$ cat src/rtl/reg_pattern_checker_amisha.sv
`timescale 1ns/1ps
// Self-test driver for an 8-bit resettable register: LFSR write/readback, then a reset check; done 2*NUM_VEC+3 cycles after start.
// Optional REG_CHK_STOP_ON_ERR_EN ends the run at the first mismatch; start is ignored while busy.
module reg_pattern_checker_amisha #(
  parameter int         NUM_VEC = 16,
  parameter logic [7:0] SEED    = 8'h5A
) (
  input  logic       clk_amisha,
  input  logic       reset_amisha,
  input  logic       start_amisha,
  input  logic [7:0] q_amisha,
  output logic [7:0] d_amisha,
  output logic       dut_reset_amisha,
  output logic       busy_amisha,
  output logic       done_amisha,
  output logic       pass_amisha,
  output logic [7:0] err_cnt_amisha,
  output logic [7:0] first_fail_amisha
);

  typedef enum logic [2:0] {
    S_IDLE,
    S_LOAD,
    S_CAPT,
    S_RST,
    S_RCHK,
    S_DONE
  } state_t;

  localparam logic [7:0] LP_LAST    = 8'(NUM_VEC - 1);
  localparam logic [7:0] LP_RST_IDX = 8'(NUM_VEC);

  state_t     r_state;
  state_t     w_next_state;
  logic [7:0] r_lfsr;
  logic [7:0] r_vec_idx;
  logic [7:0] r_d;
  logic [7:0] r_err_cnt;
  logic [7:0] r_first_fail;
  logic       r_dut_reset;
  logic       r_busy;
  logic       r_done;
  logic       r_pass;
  logic [7:0] w_lfsr_next;
  logic [7:0] w_err_inc;
  logic       w_capt_err;
  logic       w_rchk_err;

  assign w_lfsr_next = {r_lfsr[6:0], r_lfsr[7] ^ r_lfsr[5] ^ r_lfsr[4] ^ r_lfsr[3]};
  assign w_capt_err  = (r_state == S_CAPT) && (q_amisha != r_lfsr);
  assign w_rchk_err  = (r_state == S_RCHK) && (q_amisha != 8'h00);
  assign w_err_inc   = (r_err_cnt == 8'hFF) ? 8'hFF : r_err_cnt + 8'd1;

  always_ff @(posedge clk_amisha or negedge reset_amisha) begin
    if (!reset_amisha) begin
      r_state <= S_IDLE;
    end else begin
      r_state <= w_next_state;
    end
  end

  always_comb begin
    w_next_state = r_state;
    case (r_state)
      S_IDLE: if (start_amisha) w_next_state = S_LOAD;
      S_LOAD: w_next_state = S_CAPT;
      S_CAPT: begin
`ifdef REG_CHK_STOP_ON_ERR_EN
        if (w_capt_err) w_next_state = S_DONE;
        else if (r_vec_idx == LP_LAST) w_next_state = S_RST;
        else w_next_state = S_LOAD;
`else
        if (r_vec_idx == LP_LAST) w_next_state = S_RST;
        else w_next_state = S_LOAD;
`endif
      end
      S_RST:  w_next_state = S_RCHK;
      S_RCHK: w_next_state = S_DONE;
      S_DONE: w_next_state = S_IDLE;
      default: w_next_state = S_IDLE;
    endcase
  end

  always_ff @(posedge clk_amisha or negedge reset_amisha) begin
    if (!reset_amisha) begin
      r_lfsr       <= SEED;
      r_vec_idx    <= 8'd0;
      r_d          <= 8'h00;
      r_err_cnt    <= 8'd0;
      r_first_fail <= 8'hFF;
      r_dut_reset  <= 1'b0;
      r_busy       <= 1'b0;
      r_done       <= 1'b0;
      r_pass       <= 1'b0;
    end else begin
      r_done <= 1'b0;
      case (r_state)
        S_IDLE: begin
          if (start_amisha) begin
            r_d          <= SEED;
            r_lfsr       <= SEED;
            r_vec_idx    <= 8'd0;
            r_err_cnt    <= 8'd0;
            r_first_fail <= 8'hFF;
            r_busy       <= 1'b1;
            r_pass       <= 1'b0;
          end
        end
        S_CAPT: begin
          if (w_capt_err) begin
            r_err_cnt <= w_err_inc;
            if (r_first_fail == 8'hFF) r_first_fail <= r_vec_idx;
          end
          r_lfsr    <= w_lfsr_next;
          r_vec_idx <= r_vec_idx + 8'd1;
          if (w_next_state == S_LOAD) r_d <= w_lfsr_next;
          if (w_next_state == S_RST) r_dut_reset <= 1'b1;
        end
        S_RST: begin
          // d keeps the last vector while reset is high, so a register that ignores reset reads back non-zero
          r_dut_reset <= 1'b0;
          r_d         <= 8'h00;
        end
        S_RCHK: begin
          if (w_rchk_err) begin
            r_err_cnt <= w_err_inc;
            if (r_first_fail == 8'hFF) r_first_fail <= LP_RST_IDX;
          end
        end
        S_DONE: begin
          r_done <= 1'b1;
          r_pass <= (r_err_cnt == 8'd0);
          r_busy <= 1'b0;
        end
        default: ;
      endcase
    end
  end

  assign d_amisha          = r_d;
  assign dut_reset_amisha  = r_dut_reset;
  assign busy_amisha       = r_busy;
  assign done_amisha       = r_done;
  assign pass_amisha       = r_pass;
  assign err_cnt_amisha    = r_err_cnt;
  assign first_fail_amisha = r_first_fail;

endmodule

$ cat config.mk
export PLATFORM = sky130hd
export DESIGN_NAME = reg_pattern_checker_amisha
export DESIGN_NICKNAME = d
export VERILOG_FILES = /design/src/rtl/reg_pattern_checker_amisha.sv
export SDC_FILE = /design/constraint.sdc
export NUM_CORES = 1
export LEC_CHECK = 0
export ABC_AREA = 1
export BUFFER_PORTS_ARGS = -buffer_cell sky130_fd_sc_hd__buf_2
export CORE_MARGIN = 8
export CORE_UTILIZATION = 50
export CTS_CLUSTER_DIAMETER = 80
export DETAILED_ROUTE_END_ITERATION = 7
export PLACE_DENSITY = 0.69
export SLEW_MARGIN = 25
export SYNTH_ARGS = -nofsm -noshare
export SYNTH_HDL_FRONTEND = slang
export SYNTH_SLANG_ARGS = --single-unit
export TNS_END_PERCENT = 20
$ cat constraint.sdc
create_clock -name clk_amisha -period 3.75 [get_ports clk_amisha]
set_input_delay 0 -clock clk_amisha [delete_from_list [all_inputs] [get_ports clk_amisha]]
set_output_delay 0 -clock clk_amisha [all_outputs]
set_load 0.05 [all_outputs]
* Yosys cells after proc, flatten, opt, wreduce, memory -nomap -nowiden
Index checks and enable logic that the tools add are counted.
Word-level totals: logic and storage cells 75, output and inout bits 28, bits of input ports 11, flip-flop bits (word level) 47
Cells by class: eq/ne operators 18, $add $sub $neg 2, mux-type cells 26, reduce and logical (&&, ||, !) cells 16, bitwise operators 3
Operators by type and width (number):
- two-way mux 8 bit | 11
- case mux 8 bit (3 select lines) | 3
- case mux 8 bit (2 select lines) | 2
- adder 8 x 1 -> 8 bit, second input constant | 2
- equality test 8 bit, second input constant | 2
- case mux 3 bit (5 select lines) | 1
- equality test 3 x 2 -> 1 bit, second input constant | 3
- equality test 8 x 4 -> 1 bit, second input constant | 1
- logical NOT 8 bit | 1
- inequality test 2 x 1 -> 1 bit, second input constant | 4
- inequality test 8 bit | 1
- nonzero test 8 bit | 1
- equality test 3 x 1 -> 1 bit, second input constant | 2
- equality test 3 bit, second input constant | 2
- inequality test 2 bit, second input constant | 3
- case mux 1 bit (2 select lines) | 3
- AND reduction 2 bit | 3
- AND reduction 6 bit | 1
- nonzero test 2 bit | 3
- nonzero test 3 bit | 2
- two-way mux 1 bit | 4
- AND reduction 4 bit | 1
- logical NOT 3 bit | 1
- two-way mux 3 bit | 1
- other kinds (4) | 7

* Logic depth before layout (Yosys ltp)
depth in word-level cells 6, depth in mapped cells 10, depth with buffers taken out 9

* Worst setup path before layout
OpenSTA, ideal clock, no wires.
path kind register -> register, start reg r_err_cnt[1] (netlist: err_cnt_amisha[1]), end reg r_err_cnt[5] (netlist: err_cnt_amisha[5]), arrival time 1.675 ns, library setup time 0.074 ns, slack 2.001 ns, buffers on the path 0, cell stages (with the launch flop) 8, clock period less this slack 1.749 ns, required time 3.676 ns, cells stage by stage dfrtp_1 ha_1 nand2_1 nor2_1 nand3_1 nand2_1 o21ai_0 o21ai_2
Between the ends: word-level cells in the longest chain between the ends 4, elaborated cells between the ends (all ways) 6, classes of those cells add/sub: 1; eq/ne: 1; mux: 4
Ends and longest elaborated chain:
- start: declaration | RTL line 38 | logic [7:0] r_err_cnt;
- start signal: assignment | RTL line 111 | r_err_cnt <= w_err_inc;
- start signal: assignment | RTL line 126 | r_err_cnt <= w_err_inc;
- adder 8 x 1 -> 8 bit or equality test 8 bit (tied branches) | RTL line 52 | assign w_err_inc = (r_err_cnt == 8'hFF) ? 8'hFF : r_err_cnt + 8'd1;
- two-way mux 8 bit (*) | RTL line 52
- two-way mux 8 bit (on tied branches) | RTL line 125, 110
- case mux 8 bit (3 select lines) (*) | RTL line 97 | case (r_state)
Mark *: on every way between the ends. The rest lies on a longest branch, timed or not. The select of a mux whose other input is x is not followed. A chain may end at the register's enable or synchronous reset.

* Worst setup path after layout
start reg r_state[2], end reg r_err_cnt[1] (netlist: err_cnt_amisha[1])
Between the ends: word-level cells in the longest chain between the ends 4, elaborated cells between the ends (all ways) 11, classes of those cells eq/ne: 5; mux: 1; reduce/logical: 5
Ends and longest elaborated chain:
- start: declaration | RTL line 33 | state_t r_state;
- start signal: assignment | RTL line 58 | r_state <= w_next_state;
- equality test 3 bit or equality test 3 x 2 -> 1 bit (tied branches) | RTL line 51, 97, 50
- logical AND 1 bit (on tied branches) | RTL line 51, 50
- inequality test 2 bit (no line)
- AND reduction 4 bit (no line)
Several ways; a longest one is shown, not always the timed one.

==> flow_summary.json <==
{
  "run_status": "complete, no violations",
  "drt_iter0_drc": 141,
  "grt_first_pass_wirelength_mm": 9.149,
  "power_leakage_nw": 1.418,
  "worst_hold_path_type": "in -> reg",
  "area_growth_pct": 14.36,
  "std_cell_rows": 26,
  "ir_drop_v": 0.0004607,
  "h-tree-depth": 2,
  "crit_arrival_ns": 2.09,
  "netSwitchingFraction_pct": 49.45,
  "core_um2": 4977,
  "hpwlAfterDp_mm": 3.959,
  "synthesized_netlist_cell_count": 314,
  "number_of_global_route_vias_before_repair": 2000,
  "place.gp.congestion": 0.8350,
  "unrepaired_setup_endpoints_after_global_routing": "no",
  "number_of_buffers_inserted_by_port_buffering": 38,
  "worst_skew_pair.late_latency_ns": 0.30,
  "worst-path-max-fanout": 18,
  "cts_post_setup_buffers_inserted": 0,
  "n_antenna_cell": 0,
  "instances_no_fill": 425,
  "drv_slew": 0,
  "max_freq_mhz": 537.1,
  "post-route-min-period_ns": 1.862,
  "worstSetupStartpointType": "register",
  "max-cap-violations": 0,
  "layout.nets": 368,
  "layout_commonest_cell": "nand2_1",
  "final-hold-violation-count": 0,
  "routed_via_density": 4.974,
  "avgSynthCellArea_um2": 8.017,
  "tightest_slew_ns": 0.5762,
  "critical_path.top_delay_family": "simple AND/OR/NAND/NOR gates",
  "initial_utilization_pct": 50.58,
  "final_layout_size_suffix_gt1_share_pct": 22.54,
  "hold_buffers": 1,
  "cts_buffer_depth": 2,
  "synth_seq_area_share_pct": 47.32,
  "final_min_period_over_clock_period_pct": 49.65,
  "p_int_mw": 1.225,
  "postSynthRegisterBits": 47,
  "powerDensity_nw_per_um2": 841.7,
  "share_clk_of_total_power_pct": 15.0,
  "path_class": "reg -> reg",
  "die_w_um": 86.96,
  "crit_chain": "inv_2 > nand3_4 > clkinv_2 > nand2_2 > nor2_4 > nand3_4 > nand2_4 > nand2_1 > o21ai_2",
  "syn_nets": 328,
  "final.setup_skew_ns": 0.01179,
  "initial_antenna_violation_count": 0,
  "grtUsageTotal_pct": 15.34,
  "clkSinkCount": 47,
  "wl_mm": 5.458,
  "power.share.sequential_pct": 34.6,
  "fin_setup_tns_ns": 0,
  "critical_path.most_common_cell": "nand3_4",
  "synth_area_um2": 2517,
  "postRouteAntennaNets": 0,
  "yosysUniqueCellTypes": 33,
  "mostFrequentLayoutCells": "nand2_1, buf_2, dfrtp_1, inv_1, o21ai_0",
  "place_inst": 416,
  "detailroute.via_count": 2114,
  "timing.final.setup_violations": 0,
  "cts_root_cell": "clkbuf_8",
  "combinationalPowerShare_pct": 50.4,
  "max-slew-margin-rel_pct": 61.59,
  "maximum_number_of_pins_on_one_net_before_global_route_repair": 48,
  "dr.pass1.iters": 4,
  "setup.worst_path.end_class": "register",
  "cts.clk_slew.worst_paths_ns": 0.09,
  "yosysWarningCount": 0,
  "grt_remaining_overflow": 0,
  "wl_per_cell_um": 12.84,
  "route.detailed.drc": 0,
  "cts_inserted_buffers": 5,
  "top_ports": 39,
  "cpMaxStageDelayCell": "dfrtp_1",
  "timing.critical_path.required_ns": 3.97,
  "worstPathBufferInverterCount": 2,
  "fp.dieArea_um2": 7561,
  "cts_repair_resize_count": 0,
  "die-height_um": 86.96,
  "total_switching_power_mw": 1.198,
  "tritoncts": "done",
  "slowest_delay_ns": 0.40
}
[final timing paths]
kind / to / cells past startpoint / slack, ns / from
worst max-delay path: err_cnt_amisha[1] / 9 / 1.89 / r_state[2]
worst min-delay path: busy_amisha / 3 / 0.02 / start_amisha
worst max register to register: err_cnt_amisha[1] / 9 / 1.89 / r_state[2]
worst min register to register: r_state[1] / 1 / 0.47 / r_state[2]
max in group asynchronous: r_vec_idx[3] / 2 / 3.12 / reset_amisha
min in group asynchronous: d_amisha[7] / 2 / 0.24 / reset_amisha
[metal layers]
metal / wire (µm) / share of wire (%) / GRT usage (%)
met1: 2636 / 48 / 19.69
met5: 0 / 0 / 0
met3: 273 / 5.0 / 4.340
met4: 57 / 1.0 / 4.695
met2: 2490 / 46 / 24.29
[tightest hold or removal path, cell delays in order]
cell,delay (ns)
buf_2,0.10
nand3_1,0.12
nand2_1,0.07
[power groups by stage]
stage | sequential [mW] | clock (mW) | combinational (mW)
after global placement | 0.841 | 0 | 1.21
after CTS | 0.839 | 0.376 | 1.23
after floorplan | 1.17 | 0 | 0.653
after global routing | 0.863 | 0.395 | 1.35
after detailed placement | 0.846 | 0 | 1.23
final | 0.838 | 0.362 | 1.22
[final cells by class]
cell class / instances / area (µm²)
Timing Repair Buffer: 39 / 202.7
Sequential cell: 47 / 1191
Inverter: 37 / 140.1
Multi-Input combinational cell: 224 / 1151
Tap cell: 70 / 87.58
Clock buffer: 7 / 76.32
Fill cell: 474 / 2098
Clock inverter: 1 / 30.03
[metrics by stage]
step / hold slack, ns / setup slack [ns] / util [%] / total power [mW] / cell area, µm²
floorplan: -0.2956 / 2.001 / - / 1.826 / 2517
global placement: 0.2357 / 1.919 / 55.46 / 2.052 / 2760
detailed placement: 0.2447 / 1.914 / 55.46 / 2.075 / 2760
CTS: 0.01093 / 1.887 / 57.79 / 2.448 / 2877
global route: 0.02293 / 1.674 / 57.84 / 2.604 / 2879
finish: 0.01913 / 1.888 / 57.84 / 2.423 / 2879
[registers in the layout, summed over array words and instances (netlist names)]
register           count
r_vec_idx              8
first_fail_amisha      8
d_amisha               8
r_state                3
dut_reset_amisha       1
r_lfsr                 8
err_cnt_amisha         8
pass_amisha            1
done_amisha            1
busy_amisha            1
[cells in the mapped netlist]
master	number	area [µm²]
nand2_1	92	345.3
dfrtp_1	35	875.8
inv_1	32	120.1
o21ai_0	30	150.1
nor2_1	24	90.09
nand3_1	14	70.07
dfstp_2	12	315.3
nand4_1	11	68.82
o21ai_2	9	78.83
o21ai_1	6	30.03
a21oi_1	5	25.02
nor3_1	5	25.02
xnor2_1	5	43.79
inv_2	4	15.01
xor2_1	4	35.03
clkbuf_1	3	11.26
ha_1	3	37.54
nand2_2	3	18.77
nand3_4	2	35.03
o22ai_1	2	12.51
a21o_1	1	7.510
a21oi_4	1	16.27
buf_2	1	5.000
buf_4	1	7.510
buf_6	1	11.26
clkinv_2	1	5.000
nand2_4	1	11.26
nand3_2	1	10.01
nand3b_1	1	7.510
nor2_2	1	6.260
nor2_4	1	11.26
nor4_1	1	6.260
o32ai_1	1	8.760
[logic make-up (layout without fill, tap and decap cells)]
logic type      after synthesis  count (layout)  synth area share, %
flops                        47              47                47.32
compound gates               55              55                13.07
fa+ha+maj                     3               3                1.491
xor+xnor                      9               9                3.131
buf+inv                      43              84                6.958
simple gates                157             157                28.03
No activity file was read; power rests on OpenSTA's default activity.
